--- config.mk ---
export PLATFORM = sky130hd
export DESIGN_NAME = serial_pattern_tx
export DESIGN_NICKNAME = d
export VERILOG_FILES = /design/src/rtl/serial_pattern_tx.sv
export SDC_FILE = /design/constraint.sdc
export NUM_CORES = 1
export LEC_CHECK = 0
export ABC_AREA = 0
export BUFFER_PORTS_ARGS = -buffer_cell sky130_fd_sc_hd__buf_2
export CORE_MARGIN = 2
export CORE_UTILIZATION = 57
export DETAILED_ROUTE_END_ITERATION = 16
export PLACE_DENSITY = 0.85
export SYNTH_ARGS = -nofsm -noshare
export SYNTH_HDL_FRONTEND = slang
export SYNTH_SLANG_ARGS = --single-unit
--- constraint.sdc ---
create_clock -name clk -period 4.4 [get_ports clk]
set_clock_uncertainty 0.05 [all_clocks]
set_input_delay 1.32 -clock clk [delete_from_list [all_inputs] [get_ports clk]]
set_output_delay 1.32 -clock clk [all_outputs]
set_load 0.01 [all_outputs]
--- src/rtl/serial_pattern_tx.sv ---
// Serial bit-stream transmitter: shifts a captured pattern out LSB-first on w,
// holding each bit for TICK_DIV clocks, with start/busy/done handshake.
module serial_pattern_tx #(
    parameter int unsigned MAX_LEN  = 16,
    parameter int unsigned TICK_DIV = 4,
    parameter logic        IDLE_LVL = 1'b0,
    localparam int unsigned LW      = $clog2(MAX_LEN + 1)
) (
    input  logic               clk,
    input  logic               reset,
    input  logic               start,
    input  logic [MAX_LEN-1:0] pattern,
    input  logic [LW-1:0]      len,
    output logic               w,
    output logic               bit_vld,
    output logic               busy,
    output logic               done
);

    localparam int unsigned TW = (TICK_DIV > 1) ? $clog2(TICK_DIV) : 1;

    typedef enum logic [3:0] {
        StIdle  = 4'b0001,
        StLoad  = 4'b0010,
        StShift = 4'b0100,
        StDone  = 4'b1000
    } state_e;

    state_e             state_q, state_d;
    logic [MAX_LEN-1:0] sr_q, sr_d;
    logic [LW-1:0]      bc_q, bc_d;
    logic [TW-1:0]      tc_q, tc_d;
    logic               w_q, w_d;
    logic               bit_vld_q, bit_vld_d;
    logic               busy_q, busy_d;
    logic               done_q, done_d;

    always_comb begin
        state_d = state_q;
        sr_d    = sr_q;
        bc_d    = bc_q;
        tc_d    = tc_q;
        unique case (state_q)
            StIdle: begin
                if (start) begin
                    state_d = StLoad;
                    sr_d    = pattern;
                    bc_d    = (len > LW'(MAX_LEN)) ? LW'(MAX_LEN) : len;
                    tc_d    = '0;
                end
            end
            StLoad: begin
                tc_d    = '0;
                state_d = (bc_q != '0) ? StShift : StDone;
            end
            StShift: begin
                if (tc_q == TW'(TICK_DIV - 1)) begin
                    tc_d = '0;
                    sr_d = sr_q >> 1;
                    bc_d = bc_q - LW'(1);
                    if (bc_q == LW'(1)) begin
                        state_d = StDone;
                    end
                end else begin
                    tc_d = tc_q + TW'(1);
                end
            end
            StDone: begin
                state_d = StIdle;
            end
            default: begin
                state_d = StIdle;
            end
        endcase
    end

    // Outputs are registered from the next state so they line up with state_q.
    always_comb begin
        w_d       = (state_d == StShift) ? sr_d[0] : IDLE_LVL;
        bit_vld_d = (state_d == StShift) && (tc_d == '0);
        busy_d    = (state_d != StIdle);
        done_d    = (state_d == StDone);
    end

    always_ff @(posedge clk) begin
        if (reset) begin
            state_q   <= StIdle;
            sr_q      <= '0;
            bc_q      <= '0;
            tc_q      <= '0;
            w_q       <= IDLE_LVL;
            bit_vld_q <= 1'b0;
            busy_q    <= 1'b0;
            done_q    <= 1'b0;
        end else begin
            state_q   <= state_d;
            sr_q      <= sr_d;
            bc_q      <= bc_d;
            tc_q      <= tc_d;
            w_q       <= w_d;
            bit_vld_q <= bit_vld_d;
            busy_q    <= busy_d;
            done_q    <= done_d;
        end
    end

    assign w       = w_q;
    assign bit_vld = bit_vld_q;
    assign busy    = busy_q;
    assign done    = done_q;

endmodule

# After elaboration in Yosys (flattened, before gate mapping)
# Cells that the tools add are included.
dict set report totals {
  ff_bits 31
  inputBits 24
  out_inout_bits 4
  wordCells 44
}
dict set report op_classes {
  addsub 2
  n_lt_le_gt_ge 1
  eq_ne 10
  n_mux 15
  bitwise_logic 1
  reduce_logical 6
}
# cell count
set ops {}
lappend ops {{16-bit 2-to-1 mux} 2}
lappend ops {{16-bit case mux with 2 select lines} 1}
lappend ops {{4-bit 2-to-1 mux} 4}
lappend ops {{5-bit 2-to-1 mux} 3}
lappend ops {{4-bit case mux with 3 select lines} 1}
lappend ops {{5-bit case mux with 2 select lines} 1}
lappend ops {{4-bit by 3-bit equality test with 1-bit output (second input constant)} 2}
lappend ops {{2-bit case mux with 3 select lines} 1}
lappend ops {{5-bit by 1-bit equality test with 1-bit output (second input constant)} 1}
lappend ops {{5-bit > comparator (second input constant)} 1}
lappend ops {{5-bit nonzero test} 1}
lappend ops {{5-bit by 1-bit subtractor with 5-bit output (second input constant)} 1}
lappend ops {{4-bit by 1-bit equality test with 1-bit output (second input constant)} 1}
lappend ops {{4-bit by 2-bit equality test with 1-bit output (second input constant)} 1}
lappend ops {{4-bit equality test (second input constant)} 1}
lappend ops {{2-bit 2-to-1 mux} 2}
lappend ops {{2-bit inequality test (second input constant)} 2}
lappend ops {{4-bit by 1-bit inequality test with 1-bit output (second input constant)} 1}
lappend ops {{3-bit AND reduction} 1}
lappend ops {{2-bit by 1-bit adder with 2-bit output (second input constant)} 1}
lappend ops {{2-bit equality test (second input constant)} 1}
lappend ops {{2-bit zero test} 1}
lappend ops {{2-bit nonzero test} 1}
lappend ops {{2-bit OR reduction} 1}
lappend ops {{2 further kinds} 2}

# Logic depth before layout (Yosys ltp)
# Gate-level depths: netlist of run 1.
dict set report depth {
  word_depth 7
  ltp_mapped 7
  depth_no_buf 5
}

# Worst setup path before layout of run 1
# OpenSTA, ideal clock, no wires.
dict set report synth_path {
  kind {input to register}
  startpoint {input port start}
  endpoint {register sr_q[4]}
  setup_ps 128
  arrival_ps 2280
  required_ps 4222
  slack_ps 1942
  stages 6
  path_buffers 2
  path_cell_list {and3b_2 and2_1 clkbuf_1 buf_2 a222oi_1 nor2_1}
}
dict set report synth_between {
  elab_chain_len 2
}
# item line
set synth_lines {}
lappend synth_lines {{start: declaration} 11} ;# input logic start,
lappend synth_lines {{2-bit inequality test (no source line)} --}
lappend synth_lines {{3-bit AND reduction (no source line)} --}
lappend synth_lines {{end signal: assignment} 97} ;# sr_q <= sr_d;
lappend synth_lines {{end: declaration} 30} ;# logic [MAX_LEN-1:0] sr_q, sr_d;
# Every way passes these cells.
# A chain may end at the register's enable or synchronous reset.

# Final worst setup path of run 1
dict set report layout_path {
  startpoint {input port start}
  endpoint {register sr_q[0]}
}
dict set report layout_between {
  elab_chain_len 2
}
# item line
set layout_lines {}
lappend layout_lines {{16-bit 2-to-1 mux} 45} ;# if (start) begin
lappend layout_lines {{16-bit case mux with 2 select lines} 43} ;# unique case (state_q)
# Every way passes these cells. The select of a mux whose other input is x is not followed.

==> summary.md, run 1 <==
| Metric | Value |
|---|---|
| Outcome | `finished clean` |
| Post-synth EDFFs | `0` |
| Site Rows | `17` |
| Post-Syn Nets | `171` |
| Width of the die | `52.47 um` |
| Area growth syn-to-layout | `12.62%` |
| Endpoints failing hold | `0` |
| Main synth FF type | `dfxtp_1` |
| Initial antenna violation count | `0` |
| Count leader, synth | `dfxtp_1` |
| Crit end category | `flop` |
| Tmin final | `2619 ps` |
| Share of layout cells above drive strength 1 | `23.95%` |
| Via/cell ratio | `5.985` |
| RSZ-0062 raised after global routing | `false` |
| Sequential share of the synthesized area | `46.36%` |
| H-tree depth | `2` |
| Critical path class | `input port to flop` |
| Mapped Cells | `143` |
| HPWL reported at the end of detailed placement | `1.895 mm` |
| Pin count of the biggest net entering global routing | `31` |
| CP required | `4550 ps` |
| Cell variety after synth | `36` |
| Initial Util | `60.52%` |
| Clock Sinks | `31` |
| Worst hold path startpoint | `bc_q[4]$_SDFFE_PP0P_` |
| Vias | `1167` |
| Die area | `2753 um2` |
| Worst-path fanout max | `27` |
| Clock-pin slew on the worst setup and hold paths | `80 ps` |
| Synth Warn # | `0` |
| Worst Tran Pin Value | `1005 ps` |
| Top post-synthesis cells by area | `dfxtp_1, a222oi_1, nor2_1` |
| Max-slew violations | `0` |
| Fmax | `381.8 MHz` |
| Synthesis-stage register bit count | `31` |
| Slew HR | `33.01%` |
| Hold Buf Count CTS | `0` |
| Pwr per Cell Area | `363.2 nW/um2` |
| Post-CTS setup buffer count | `0` |
| Die height | `52.47 um` |
| Fin nets | `195` |
| Most common library cells after synthesis | `dfxtp_1, nor2_1, a222oi_1` |
| Skew-Pair Late Insertion Delay | `330 ps` |
| Critical R2R Capture | `sr_q[0]$_SDFF_PP0_` |
| Hold endpoint | `bc_q[4]$_SDFFE_PP0P_` |
| Total Routing Usage GR | `22.83%` |
| Clk buf depth | `2` |
| Critical Path AT | `2770 ps` |
| Leading area contributor after synthesis | `dfxtp_1` |
| GPL Wtd Cong | `0.8775` |
| Core area | `2212 um2` |
| Setup_tns | `0 ps` |
| Congestion Overflow GR | `0` |
| Vias in the first global route | `1069` |
| Max VDD drop | `329.2 uV` |
| Antenna Cells | `0` |
| Pre-antenna DRT Iters | `7` |
| PortBufs | `27` |
| HP Class | `flop to flop` |
| Post-synth top area share | `46.36%` |
| Cts bufs inserted | `5` |
| Worst hold stages | `2` |
| Leak pwr | `0.0006166 uW` |
| Post-route ant nets | `0` |
| Final period util | `59.52%` |
| Final WS setup | `1781 ps` |
| Clock tree root buffer cell | `clkbuf_4` |
| Multi-input logic area | `641.9 um2` |
| DRC Markers | `0` |
| Tot Pwr | `547.6 uW` |
| Max cap viols | `0` |
| FILL cells | `193` |
| Mean post-synth cell area | `9.362 um2` |
| Async S/R FF share, synth | `0%` |
| Pre-CTS worst setup slack | `1430 ps` |
| Worst reg2reg startpoint | `tc_q[0]$_SDFF_PP0_` |
| 1st-iter DRT viols | `64` |
| Reg2Reg Setup Slack | `2270 ps` |
| TritonCTS clock tree | `built` |
| Startpoint Class | `input port` |
| First-pass GRT wire length | `4.554 mm` |
| Post-CTS resize count | `0` |
| Post-synthesis cell area | `1339 um2` |
| IO Count | `28` |
| Path depth of the worst reg2reg path | `5` |
| Wire length per cell | `14.13 um` |
| WL final | `2.756 mm` |
| Sequential cell area | `620.6 um2` |
| # setup viols final | `0` |
## layout by cell type (no fill, tap or decap), drive strengths merged
master and instances:
nor3 4, dfxtp 31, a311oi 1, nand3b 1
buf 27, ha 4, a21o 3, a21oi 5
clkbuf 6, nor2 27, nor4 1, nand3 3
o311ai 1, or4b 2, a222oi 14, a31oi 2
nand2 5, nand4 1, o21ai 5, clkinv 1
nor3b 2, or2 1, nor2b 2, and2 2
o22ai 1, a211oi 1, inv 5, a22oi 4
or3 1, and3b 2, nor4b 2
## final cells by class
cell class              count  share of cell area [%]
clock buffers               6                   3.402
clock inverters             1                  0.3319
inverters                   5                   1.245
multi-input cells          97                   42.57
flip-flops and latches     31                   41.16
well taps                  28                   2.324
repair buffers             27                   8.963
## registers in the layout, indices dropped and copies added (netlist names)
signal,cells
bc_q,5
w,1
sr_q,16
bit_vld,1
done,1
busy,1
tc_q,2
state_q,4
## logic make-up (layout without fill, tap and decap cells)
group / count (synthesis) / after routing / share of synthesized area [%]
adder cells (fa/ha/maj): 4 / 4 / 3.738
flip-flops: 31 / 31 / 46.36
AND/OR/NAND/NOR: 56 / 56 / 22.52
buffers and inverters: 15 / 39 / 5.701
AO/OA/AOI/OAI: 37 / 37 / 21.68
## where the power goes
part	leakage, uW	switching, uW	internal [uW]	total (uW)
registers	0.000253	11.2	297	308
logic	0.000329	40.3	31.5	71.7
clock network	0.0000341	94.0	73.9	168
total	0.000617	145	402	548
## worst max-delay path, cell delays in order
cell and delay (ps):
buf_2 90, and3b_2 220, o21ai_2 770, nor2b_1 290, nor3_1 70
## how the worst max path moves through the flow
stage / from / to / slack [ps]
after detailed placement: start / sr_q[0]$_SDFF_PP0_ / 1430
after floorplan: start / sr_q[4]$_SDFFE_PP0P_ / 1940
after CTS: start / sr_q[0]$_SDFF_PP0_ / 1760
after global routing: start / sr_q[0]$_SDFF_PP0_ / 1670
final: start / sr_q[0]$_SDFF_PP0_ / 1780
after global placement: start / w$_SDFF_PP0_ / 1500
## per-layer routing
metal  vias up  routed length [um]  GRT usage, %
met3         9                 153         7.143
li1        591                   -             -
met1       530                1228         26.53
met5         -                   0             0
met4         0                  59         13.25
met2        37                1315         36.67
## stage by stage
step / std cells / hold slack [ps] / utilization (%) / instance area, um2
3_3_place_gp: 188 / 416.2 / 65.61 / 1451
5_1_grt: 195 / 476.7 / 68.16 / 1508
4_1_cts: 195 / 440.7 / 68.16 / 1508
3_5_place_dp: 188 / 428.4 / 65.61 / 1451
2_1_floorplan: 143 / 408.3 / - / 1339
6_report: 195 / 445.0 / 68.16 / 1508
Power figures use the tool's default switching activity.
==> run 2, diff against run 1 <==
- CORE_UTILIZATION: 57 -> 52
- PLACE_DENSITY: 0.85 -> 0.78
- clock period: 4.4 -> 2.45 ns (I/O delays scaled with it)
==> run 2 against run 1 <==
  * Sequential share of layout area down 0.67 points
  * Clock power up 76%
  * Highest routed layer unchanged
  * Final cell count up 2.6%
  * Non-clock buffer count up 3
==> summary.md, run 2 (same netlist as run 1, synthesis figures left out) <==
| Metric | Value |
|---|---|
| Outcome | `finished clean` |
| Congestion Overflow GR | `0` |
| Path depth of the worst reg2reg path | `5` |
| CP required | `2650 ps` |
| PortBufs | `27` |
| Top Registers | `sr_q x16, bc_q x5, state_q x4` |
| Post-CTS resize count | `0` |
| Skew-Pair Late Insertion Delay | `330 ps` |
| Hold Buf Count CTS | `0` |
| Pin count of the biggest net entering global routing | `31` |
| Pwr per Cell Area | `642.5 nW/um2` |
| Slew HR | `62.26%` |
| Final period util | `76.39%` |
| Critical R2R Capture | `state_q[3]$_SDFF_PP0_` |
| Via/cell ratio | `5.930` |
| Post-CTS setup buffer count | `0` |
| Width of the die | `54.74 um` |
| Post-route ant nets | `0` |
| Max-slew violations | `0` |
| Final instance area | `1533 um2` |
| Worst reg2reg startpoint | `tc_q[0]$_SDFF_PP0_` |
| Critical path class | `flop to flop` |
| Startpoint Class | `flop` |
| Initial Util | `54.54%` |
| DRC Markers | `0` |
| Placed cell count | `193` |
| Area growth syn-to-layout | `14.49%` |
| 1st-iter DRT viols | `77` |
| Tmin final | `1871 ps` |
| Clock tree root buffer cell | `clkbuf_4` |
| IO Count | `28` |
| Clk buf depth | `2` |
| Initial antenna violation count | `0` |
| Die height | `54.74 um` |
| # setup viols final | `0` |
| Hold endpoint | `bc_q[4]$_SDFFE_PP0P_` |
| Most common library cell in the layout ignoring fill and taps | `dfxtp_1` |
| Wire length per cell | `13.79 um` |
| Max VDD drop | `531.0 uV` |
| Share of layout cells above drive strength 1 | `25.29%` |
| Clock-pin slew on the worst setup and hold paths | `90 ps` |
| TritonCTS clock tree | `built` |
| Pre-antenna DRT Iters | `7` |
| Setup_tns | `0 ps` |
| Crit end category | `flop` |
| Worst hold path startpoint | `bc_q[4]$_SDFFE_PP0P_` |
| WL final | `2.757 mm` |
| Crit path cell chain | `ha_1 -> and3b_1 -> and2_1 -> a22oi_1 -> nor3b_1` |
| Die area | `2996 um2` |
| HPWL reported at the end of detailed placement | `1.966 mm` |
| RSZ-0062 raised after global routing | `false` |
| Fin nets | `198` |
| GPL Wtd Cong | `0.7573` |
| Slowest cell on crit path | `and2_1` |
| Max cap viols | `0` |
| Placed standard-cell area | `1476 um2` |
| Core area | `2455 um2` |
| Vias | `1186` |
| Total Routing Usage GR | `21.71%` |
| Cts bufs inserted | `5` |
| Fin Hold WS | `446.4 ps` |
| Worst Tran Pin Value | `566.1 ps` |
| Layout Cells excl Fill | `200` |
| Biggest register | `sr_q` |
| Clock Sinks | `31` |
| Most frequent cells in the layout | `dfxtp_1, nor2_1, buf_2` |
| Endpoints failing hold | `0` |
| Largest register FFs | `16` |
| Fmax | `534.3 MHz` |
| Reg2Reg Setup Slack | `580 ps` |
| Vias in the first global route | `1049` |
| Antenna Cells | `0` |
| Critical Path AT | `2070 ps` |
| HP Class | `flop to flop` |
| First-pass GRT wire length | `4.491 mm` |
| Worst hold stages | `2` |
| Site Rows | `18` |
| H-tree depth | `2` |
| Leak pwr | `0.0006304 uW` |
| Worst-path fanout max | `15` |
| Slowest Stage Delay on Critical Path | `510 ps` |
==> run 2: changes by cell type in the layout (fill, tap and decap cells not counted) <==
cell and delta:
buf_4 +3
==> run 2: final cells by class <==
cell class / count / area (um2)
Fill cell: 214 / 922.1
Sequential cell: 31 / 620.6
Clock inverter: 1 / 5.005
Clock buffer: 6 / 51.30
Multi-Input combinational cell: 97 / 641.9
Tap cell: 30 / 37.54
Inverter: 5 / 18.77
Timing Repair Buffer: 30 / 157.7
==> run 2: worst max path at each step <==
stage                        from               endpoint  cells after the start
3_5_place_dp                start   sr_q[6]$_SDFFE_PP0P_                      5
3_3_place_gp                start   sr_q[8]$_SDFFE_PP0P_                      5
5_1_grt        tc_q[0]$_SDFF_PP0_        done$_SDFF_PP0_                      5
6_report       tc_q[0]$_SDFF_PP0_  state_q[3]$_SDFF_PP0_                      5
4_1_cts        tc_q[0]$_SDFF_PP0_  state_q[3]$_SDFF_PP0_                      5
2_1_floorplan               start   sr_q[4]$_SDFFE_PP0P_                      6
==> run 2: worst max-delay path, delay by kind of cell, from the launching register on <==
kind,cells,cell delay [ps]
and+or+nand+nor,3,960
DFF,1,370
adders and majority gates,1,200
AOI/OAI and AO/OA,1,200
==> run 2: stage by stage <==
stage / util (%) / setup WS, ps / total power, uW
2_1_floorplan: - / 577.3 / 654.0
3_3_place_gp: 60.14 / 515.7 / 694.2
3_5_place_dp: 60.14 / 452.9 / 700.4
4_1_cts: 62.44 / 597.3 / 994.0
5_1_grt: 62.44 / 470.4 / 1035
6_report: 62.44 / 578.6 / 984.8
==> run 2: metal layers <==
layer / part of all wire, % / up-vias / global-route usage, %
met3: 7.0 / 2 / 7.650
met4: 0.69 / 0 / 14.17
met5: 0 / - / 0
li1: - / 592 / -
met1: 45 / 554 / 25.68
met2: 48 / 38 / 32.94
==> run 2: power breakdown <==
group	switching [uW]	internal (uW)	leakage [uW]	total (uW)
Clock	162	133	0.0000341	295
Combinational	75.0	62.6	0.000343	138
Sequential	19.3	533	0.000253	552
Total	257	728	0.000630	985
==> run 3, diff against run 2 <==
- ABC_AREA: 0 -> 1
- CORE_UTILIZATION: 52 -> 55
- PLACE_DENSITY: 0.78 -> 0.8
- clock period: 2.45 -> 1.8 ns (I/O delays scaled with it)
==> run 3 against run 2 <==
  * Non-clock buffer count grew 7
  * Global-route usage grew 1.8 points
  * Synthesized cell count grew 78%
  * Critical path depth grew 2
  * Maximum frequency grew 25%
  * Synthesized area grew 26%
  * Register-to-register slack lost 270 ps
  * Combinational power grew 120%
  * Die area grew 17%
  * Critical endpoint is now w$_SDFF_PP0_
==> summary.md, run 3 <==
| Metric | Value |
|---|---|
| Placed cell count | `311` |
| Int Pwr | `993.6 uW` |
| Worst hold path startpoint | `pattern[15]` |
| M1 WL | `1.708 mm` |
| Tmin final | `1495 ps` |
| Most common library cells after synthesis | `nand2_1, nand3_1, inv_1` |
| Max cap viols | `0` |
| Sequential cell area | `620.6 um2` |
| Leading area contributor after synthesis | `dfxtp_1` |
| Core area | `2978 um2` |
| Post-synthesis cell area | `1684 um2` |
| Final instance area | `1903 um2` |
| Die height | `59.34 um` |
| TritonCTS clock tree | `built` |
| Sequential share of the synthesized area | `36.85%` |
| PortBufs | `27` |
| Slowest Stage Delay on Critical Path | `400 ps` |
| Clock Sinks | `31` |
| Startpoint Class | `flop` |
| GPL Wtd Cong | `0.8165` |
| Comb pwr share | `21.2%` |
| Post-synth EDFFs | `0` |
| Antenna Cells | `0` |
| Hold Buf Count CTS | `0` |
| Largest register FFs | `16` |
| Async S/R FF share, synth | `0%` |
| Slowest cell on crit path | `dfxtp_1` |
| CP required | `1980 ps` |
| Clock share of power | `25.4%` |
| Cell variety after synth | `22` |
| Tot Pwr | `1442 uW` |
| First-pass GRT wire length | `6.175 mm` |
| Vias in the first global route | `1426` |
| Crit path capture | `w$_SDFF_PP0_` |
| Top Registers | `sr_q x16, bc_q x5, state_q x4` |
| Sw Pwr | `448.5 uW` |
| Clk buf depth | `2` |
| Endpoints failing hold | `0` |
| Post-CTS setup buffer count | `0` |
| Slew HR | `71.41%` |
| Setup_tns | `0 ps` |
| Initial antenna violation count | `0` |
| # setup viols final | `0` |
| DRC Markers | `0` |
| Vias | `1715` |
| Pre-antenna DRT Iters | `4` |
| Crit. Startpoint | `tc_q[0]$_SDFF_PP0_` |
| Crit path cell chain | `ha_1 -> buf_4 -> nand4_1 -> nand2_1 -> nand2_1 -> nand2_1 -> nor2_1` |
| Worst reg2reg startpoint | `tc_q[0]$_SDFF_PP0_` |
| Max-slew violations | `0` |
| Synthesis-stage register bit count | `31` |
| Post-CTS resize count | `0` |
| Most common library cell in the layout ignoring fill and taps | `nand2_1` |
| Width of the die | `59.34 um` |
| Critical Path Most Common Cell | `nand2_1` |
| Reg2Reg Setup Slack | `300 ps` |
| Post-route ant nets | `0` |
| Top post-synthesis cells by area | `dfxtp_1, nand3_1, nand2_1` |
| IO Count | `28` |
| Compound-Gate Fraction of Synth Area | `7.132%` |
| Outcome | `finished clean` |
| Leak pwr | `0.0009168 uW` |
| Count leader, synth | `nand2_1` |
| Site Rows | `20` |
| Post-Synth XOR/XNOR Area | `0%` |
| Main synth FF type | `dfxtp_1` |
| RSZ-0062 raised after global routing | `false` |
| Max VDD drop | `436.3 uV` |
| Placed standard-cell area | `1862 um2` |
| Area growth syn-to-layout | `13.00%` |
| Post-Syn Nets | `282` |
| Path depth of the worst reg2reg path | `7` |
| Layout Cells excl Fill | `317` |
| Crit end category | `flop` |
| Critical R2R Capture | `w$_SDFF_PP0_` |
| Critical Path AT | `1680 ps` |
| Die area | `3521 um2` |
| Worst Tran Pin Value | `428.3 ps` |
| Mapped Cells | `254` |
| Clock tree root buffer cell | `clkbuf_4` |
| Post-synthesis adder-cell area fraction | `2.972%` |
| Multiplexer share of the synthesized area | `0%` |
| Fin nets | `313` |
| Share of power burned in registers | `53.4%` |
| Pwr per Cell Area | `757.8 nW/um2` |
| Multi-input logic area | `854.6 um2` |
| Congestion Overflow GR | `0` |
| Initial Util | `56.55%` |
| Cts bufs inserted | `5` |
| Mean post-synth cell area | `6.630 um2` |
| Synth Warn # | `0` |
| Critical path class | `flop to flop` |
| Total Routing Usage GR | `23.52%` |
| Sw Share | `31.10%` |
| Highest metal used | `met4` |
| Metal2 WL | `1.696 mm` |
| HPWL reported at the end of detailed placement | `2.717 mm` |
| Most frequent cells in the layout | `nand2_1, nand3_1, inv_1` |
| Main combinational cell family by area after synthesis | `simple AND/OR/NAND/NOR gates` |
| Via/cell ratio | `5.410` |
| Share of layout cells above drive strength 1 | `18.31%` |
| Pin count of the biggest net entering global routing | `20` |
| Final period util | `83.07%` |
| HP Class | `input port to flop` |
| FILL cells | `296` |
| Post-synth top area share | `36.85%` |
| Biggest register | `sr_q` |
| 1st-iter DRT viols | `91` |
| Fmax | `668.8 MHz` |
| Worst-path fanout max | `8` |
| H-tree depth | `2` |
| Wire length per cell | `11.77 um` |
| Skew-Pair Late Insertion Delay | `330 ps` |
| Simple-Gate Fraction of Synth Area | `40.64%` |
| WL final | `3.731 mm` |
| Met3 wire len | `252 um` |
| Clock-pin slew on the worst setup and hold paths | `90 ps` |
[run 3: per-stage QoR]
step	hold slack, ps	setup WS, ps	util, %
5_1_grt	357.1	161.0	63.91
3_3_place_gp	418.8	314.7	62.52
3_5_place_dp	423.3	304.6	62.52
4_1_cts	335.2	305.7	63.91
6_report	348.0	304.8	63.91
2_1_floorplan	392.9	461.6	-
[run 3: routing by layer]
metal  track usage [%]  vias to the layer above
met1             30.43                      765
met4             10.71                        0
met5                 0                        -
met2             36.42                       57
li1                  -                      887
met3             6.332                        6
[run 3: how the worst min path moves through the flow]
stage | slack, ps | endpoint | depth (start not counted)
floorplan | 390 | sr_q[15]$_SDFFE_PP0P_ | 2
global placement | 420 | sr_q[4]$_SDFFE_PP0P_ | 2
detailed placement | 420 | sr_q[15]$_SDFFE_PP0P_ | 2
CTS | 340 | sr_q[15]$_SDFFE_PP0P_ | 3
global route | 360 | sr_q[15]$_SDFFE_PP0P_ | 3
finish | 350 | sr_q[15]$_SDFFE_PP0P_ | 3
[run 3: power groups by stage]
stage	combinational, uW	clock [uW]	sequential (uW)
finish	306	366	771
global placement	301	0	784
detailed placement	305	0	786
global route	351	410	777
CTS	307	376	770
floorplan	222	0	780
[run 3: area by class of cell]
class	instances	area share (%)
tap	33	2.170
timing repair buffer	37	11.05
multi-input combinational	174	44.90
inverter	36	7.101
clock buffer	6	2.170
sequential	31	32.61
[run 3: worst max-delay path, delay by kind of cell, from the launching register on]
family | cells | cell delay, ps
flip-flops | 1 | 400
AND/OR/NAND/NOR | 5 | 390
adder cells (fa/ha/maj) | 1 | 340
buffers and inverters | 1 | 220
[run 3: cells by family after synthesis]
| kind of cell | Yosys count |
|---|---|
| compound gates | 24 |
| fa+ha+maj | 4 |
| simple gates | 146 |
| flops | 31 |
| buf+inv | 49 |
